[src/rtl/ctrl_pkg.sv]
// Shared constants and types for the ctrl_aut control automaton:
// MIPS opcode/funct encodings, FSM state codes and the control bundle.
package ctrl_pkg;

  localparam logic [5:0] OP_RTYPE = 6'h00;
  localparam logic [5:0] OP_ADDI  = 6'h08;
  localparam logic [5:0] OP_SLTI  = 6'h0A;
  localparam logic [5:0] OP_BEQ   = 6'h04;
  localparam logic [5:0] OP_BNE   = 6'h05;
  localparam logic [5:0] OP_J     = 6'h02;

  localparam logic [5:0] F_ADD = 6'h20;
  localparam logic [5:0] F_SUB = 6'h22;
  localparam logic [5:0] F_AND = 6'h24;
  localparam logic [5:0] F_OR  = 6'h25;
  localparam logic [5:0] F_SLT = 6'h2A;

  // TRAP's low two bits alias COMMIT so the debug state port reads 3 while halted.
  typedef enum logic [2:0] {
    S_FETCH  = 3'd0,
    S_DECODE = 3'd1,
    S_EXEC   = 3'd2,
    S_COMMIT = 3'd3,
    S_TRAP   = 3'd7
  } state_e;

  typedef struct packed {
    logic       rd_mux_s;
    logic       write;
    logic       op2_mux_s;
    logic [5:0] alu_funct;
    logic       branch_mux_s;
    logic       j_mux_s;
  } ctrl_t;

endpackage

[src/rtl/ctrl_decode.sv]
// Combinational instruction decoder: maps the latched opcode/funct and the
// sampled zero flag to the datapath control bundle plus a legality flag.
module ctrl_decode
  import ctrl_pkg::*;
(
  input  logic [5:0] ir_op,
  input  logic [5:0] ir_fn,
  input  logic       zero_q,
  output ctrl_t      ctrl,
  output logic       legal
);

  always_comb begin
    // NOTE: every output gets a default first so no path through the case infers a latch.
    ctrl  = '0;
    legal = 1'b1;
    case (ir_op)
      OP_RTYPE: begin
        case (ir_fn)
          F_ADD, F_SUB, F_AND, F_OR, F_SLT: begin
            ctrl.alu_funct = ir_fn;
            ctrl.rd_mux_s  = 1'b1;
            ctrl.write     = 1'b1;
          end
          default: legal = 1'b0;
        endcase
      end
      OP_ADDI: begin
        ctrl.alu_funct = F_ADD;
        ctrl.op2_mux_s = 1'b1;
        ctrl.write     = 1'b1;
      end
      OP_SLTI: begin
        ctrl.alu_funct = F_SLT;
        ctrl.op2_mux_s = 1'b1;
        ctrl.write     = 1'b1;
      end
      OP_BEQ: begin
        ctrl.alu_funct    = F_SUB;
        ctrl.branch_mux_s = zero_q;
      end
      OP_BNE: begin
        ctrl.alu_funct    = F_SUB;
        ctrl.branch_mux_s = ~zero_q;
      end
      OP_J:    ctrl.j_mux_s = 1'b1;
      default: legal = 1'b0;
    endcase
  end

endmodule

[src/rtl/ctrl_aut.sv]
// Multi-cycle control automaton: FETCH/DECODE/EXEC/COMMIT sequencing, instruction
// latch, illegal-instruction trap and retired-instruction counter for op_aut.
module ctrl_aut
  import ctrl_pkg::*;
#(
  parameter int CntWidth      = 32,
  parameter bit TrapOnIllegal = 1'b1
) (
  input  logic                clock,
  input  logic                reset,
  input  logic                run,
  input  logic [5:0]          opcode,
  input  logic [5:0]          funct,
  input  logic                zero,
  output logic                pc_load,
  output logic                rd_mux_s,
  output logic                write,
  output logic                op2_mux_s,
  output logic [5:0]          alu_funct,
  output logic                branch_mux_s,
  output logic                j_mux_s,
  output logic                halted,
  output logic [1:0]          state,
  output logic [CntWidth-1:0] retired
);

  state_e     st;
  logic [5:0] ir_op;
  logic [5:0] ir_fn;
  logic       zero_q;
  ctrl_t      dec;
  logic       legal;

  ctrl_decode u_decode (
    .ir_op  (ir_op),
    .ir_fn  (ir_fn),
    .zero_q (zero_q),
    .ctrl   (dec),
    .legal  (legal)
  );

  // NOTE: state registers use non-blocking assignments so every flop updates from pre-edge values.
  always_ff @(posedge clock or negedge reset) begin
    if (!reset) begin
      st      <= S_FETCH;
      ir_op   <= '0;
      ir_fn   <= '0;
      zero_q  <= 1'b0;
      retired <= '0;
    end else begin
      case (st)
        S_FETCH:  if (run) st <= S_DECODE;
        S_DECODE: begin
          ir_op <= opcode;
          ir_fn <= funct;
          st    <= S_EXEC;
        end
        S_EXEC: begin
          zero_q <= zero;
          st     <= (!legal && TrapOnIllegal) ? S_TRAP : S_COMMIT;
        end
        S_COMMIT: begin
          retired <= retired + CntWidth'(1);
          st      <= S_FETCH;
        end
        default:  st <= S_TRAP;
      endcase
    end
  end

  // Outputs depend only on flops, so reset clears them asynchronously and no
  // input reaches an output combinationally.
  logic in_exec_commit;
  logic in_commit;

  always_comb begin
    in_exec_commit = (st == S_EXEC) || (st == S_COMMIT);
    in_commit      = (st == S_COMMIT);
    rd_mux_s       = in_exec_commit & dec.rd_mux_s;
    op2_mux_s      = in_exec_commit & dec.op2_mux_s;
    alu_funct      = in_exec_commit ? dec.alu_funct : 6'h00;
    pc_load        = in_commit;
    write          = in_commit & dec.write;
    branch_mux_s   = in_commit & dec.branch_mux_s;
    j_mux_s        = in_commit & dec.j_mux_s;
    halted         = (st == S_TRAP);
    state          = st[1:0];
  end

endmodule

[config.mk]
export PLATFORM = sky130hd
export DESIGN_NAME = ctrl_aut
export DESIGN_NICKNAME = d
export VERILOG_FILES = /design/src/rtl/ctrl_pkg.sv /design/src/rtl/ctrl_decode.sv /design/src/rtl/ctrl_aut.sv
export SDC_FILE = /design/constraint.sdc
export NUM_CORES = 1
export LEC_CHECK = 0
export CAP_MARGIN = 20
export CORE_UTILIZATION = 44
export CTS_BUF_LIST = sky130_fd_sc_hd__clkbuf_4 sky130_fd_sc_hd__clkbuf_8 sky130_fd_sc_hd__clkbuf_16
export CTS_CLUSTER_SIZE = 30
export DETAILED_ROUTE_END_ITERATION = 12
export PLACE_DENSITY = 0.88
export SYNTH_ARGS = -nofsm -noshare
export SYNTH_HDL_FRONTEND = slang
export SYNTH_HIERARCHICAL = 1
export SYNTH_SLANG_ARGS = --single-unit
[constraint.sdc]
create_clock -name clock -period 1.6 [get_ports clock]
set_input_delay 0.32 -clock clock [delete_from_list [all_inputs] [get_ports clock]]
set_output_delay 0.32 -clock clock [all_outputs]
set_load 0.03 [all_outputs]
==> impl_metrics.ini, run 1 <==
[outcome]
status = complete, but fails checks
violations = negative setup slack

[setup_path]
critPathMaxStageDelay_ns = 0.42
cpMostUsedCell = buf_4
worstPathMaxFanout = 2
rrSetupSlack_ns = 0.05
path_cells = buf_4, buf_4, buf_4, xor2_1, and3_4, and3_4, buf_6
cp-end-kind = output pin
crit_type = flip-flop to output pin
arrival_ns = 1.73
cp_slowest_cell = dfrtp_1
crit_required_ns = 1.28
start_kind = flip-flop

[timing]
finalSetupTns_ns = -3.702
grt_setup_unrepaired = yes
fin_skew_ns = 0.008591
timing.fmax_ghz = 0.4887
holdWs_ns = 0.4628
fin_ws_ns = -0.4465
hold_viol = 0
min_period_over_period_pct = 127.9
setup_violations = 10
fin_crit_ns = 2.046
slew_violations = 0

[cts]
cts_tree = built
clock_path_buffers = 2
clock_latency_ns = 0.30
clkSlewWorstSetupHoldPaths_ns = 0.09
root_buffer = clkbuf_8
htreeDepth = 2
cts.sinks = 48
cts_buffers = 5

[drt]
first_pass_iters = 4
drt_iter0_markers = 55
drc_errors = 0
vias = 1912
viasPerCell = 5.154
routed_wl_um = 5373
detail-route-antenna-nets = 0
wire_per_inst_um = 14.48

[power_and_ir_drop]
clkPwrFrac_pct = 22.0
p_leak_uw = 0.001705
pwr-share-seq_pct = 43.2
swShare_pct = 32.87
p_int_uw = 2688
power_uw = 4004
combPwrFrac_pct = 34.9
netSwitchingPower_uw = 1316
peakVddDrop_uv = 690.0
cellPowerDensity_mw_per_mm2 = 1153

[place]
dp_hpwl_um = 3877
dp.cells = 355
port_buffers = 61
dpl_worst_slack_ns = -0.1187
gp_congestion = 0.8873

[global_routing]
antenna_found_initial = 0
grt_pass1_vias = 1947
gr-total-overflow = 0
grt_max_degree = 31
grt_pass1_wl_um = 9025
grt_use_total_pct = 19.26

[synthesis]
synth_enable_flop_cells = 0
syn-num-nets = 232
syn_inst = 215
ys_warn_count = 6
synth_fa_ha_area_share_pct = 0.5033
ys_seq_area_share_pct = 48.31
synth_top_family_by_area = simple AND/OR/NAND/NOR gates
synthXorXnorAreaFrac_pct = 11.63
syn_avg_cell_area_sq_um = 11.56
synth.area.mux_share_pct = 6.291
synthFlopType = dfrtp_1
synth_compound_area_share_pct = 2.114
ys_types = 43
ys_ff_latch = 48
netlist_area_sq_mm = 0.002486
synthArstFlopShare_pct = 100.0
yosys.area_share.simple_pct = 27.58

[floorplan]
dieArea_sq_mm = 0.005955
io_pins = 63
design.core.area_sq_mm = 0.005473
core.rowCount = 27
die_y_um = 77.17
die_w_um = 77.17
start_util_pct = 45.43

[final_layout]
fin_nets = 315
fill_cells = 460
drive_gt1_share_pct = 33.44
final_cells = 371
layout_commonest_cell = dfrtp_1
area_growth_pct = 39.66
diodes = 0
layout_common_cells = dfrtp_1 (36), dlygate4sd2_1 (34), xnor2_1 (25), buf_4 (25), nand4_1 (17)

[min_path]
hold_class = flip-flop to flip-flop

[flow_run]
cap_viol_max_count = 0
## per-stage QoR
stage | utilization [%] | instance area [sq um]
2_1_floorplan | - | 2511
3_3_place_gp | 59.42 | 3252
3_5_place_dp | 59.42 | 3252
4_1_cts | 61.96 | 3391
5_1_grt | 63.44 | 3472
6_report | 63.44 | 3472
## registers in the layout, summed over array words and instances (netlist names)
name,count
ir_op,6
retired,32
st,3
ir_fn,6
zero_q,1
## power by group through the flow
stage / Clock, uW / Combinational (uW) / Sequential, uW
2_1_floorplan: 0 / 699 / 1780
6_report: 879 / 1400 / 1730
3_3_place_gp: 0 / 1220 / 1740
4_1_cts: 898 / 1270 / 1720
3_5_place_dp: 0 / 1260 / 1750
5_1_grt: 934 / 1510 / 1770
## cell families after synthesis
| group | count (synthesis) |
|---|---|
| flops | 48 |
| mux | 14 |
| simple gates | 100 |
| fa+ha+maj | 1 |
| other cells | 1 |
| buf+inv | 12 |
| compound gates | 6 |
| xor+xnor | 33 |
## worst max-delay path: cells and delay by family (launching register included)
| family | cells | cell delay [ns] |
|---|---|---|
| xor+xnor | 1 | 0.14 |
| buf+inv | 4 | 0.52 |
| flops | 1 | 0.42 |
| simple gates | 2 | 0.35 |
## final cells by class
| type | count | area, sq um | area share (%) |
|---|---|---|---|
| clock buffers | 6 | 76.32 | 2.198 |
| flip-flops and latches | 48 | 1216 | 35.03 |
| inverters | 2 | 10.01 | 0.2883 |
| multi-input cells | 155 | 1262 | 36.36 |
| well taps | 72 | 90.09 | 2.595 |
| repair buffers | 86 | 782.0 | 22.52 |
| clock inverters | 2 | 35.03 | 1.009 |
## path summary, 6_finish.rpt
check | startpoint | endpoint | cells after the start
min | retired[31] | retired[31] | 1
max in group asynchronous | reset | st[2] | 3
min reg2reg | retired[31] | retired[31] | 1
max | ir_op[0] | branch_mux_s | 7
min in group asynchronous | reset | retired[20] | 2
max reg2reg | ir_op[1] | st[2] | 7
## Yosys cell counts, types with 3 or more instances
| library cell | n | area (sq um) |
|---|---|---|
| and2_1 | 13 | 81.33 |
| and3_1 | 10 | 62.56 |
| and4_1 | 5 | 43.79 |
| buf_4 | 5 | 37.54 |
| dfrtp_1 | 48 | 1201 |
| mux2_2 | 13 | 146.4 |
| nand2_1 | 11 | 41.29 |
| nand3_1 | 13 | 65.06 |
| nand4_1 | 17 | 106.4 |
| nor2_1 | 8 | 30.03 |
| nor3b_1 | 3 | 22.52 |
| xnor2_1 | 25 | 219.0 |
| xor2_1 | 8 | 70.07 |
## what timing repair did
action,in CTS,in global routing
buffers inserted,2,5
pin swaps,8,7
gates resized for setup,49,14
hold buffers,1,0
endpoints found under the hold margin,18,0
endpoints found under the setup margin,45,19
## per-layer routing
layer  up-vias  wire length (um)  global-route usage (%)
li1        920                 -                       -
met1       937              2398                   23.63
met2        48              2703                   34.07
met3         7               212                   3.333
met4         0                59                   6.226
met5         -                 0                       0
Power figures use the tool's default switching activity.
==> run 2, diff against run 1 <==
--- a/config.mk
+++ b/config.mk
@@ -5,6 +5,7 @@
 export SDC_FILE = /design/constraint.sdc
 export NUM_CORES = 1
 export LEC_CHECK = 0
+export ABC_CLOCK_PERIOD_IN_PS = 1600
 export CAP_MARGIN = 20
 export CORE_UTILIZATION = 44
 export CTS_BUF_LIST = sky130_fd_sc_hd__clkbuf_4 sky130_fd_sc_hd__clkbuf_8 sky130_fd_sc_hd__clkbuf_16
==> results of run 2 <==
Same layout as run 1: the final DEF is identical, and so are final timing and power.
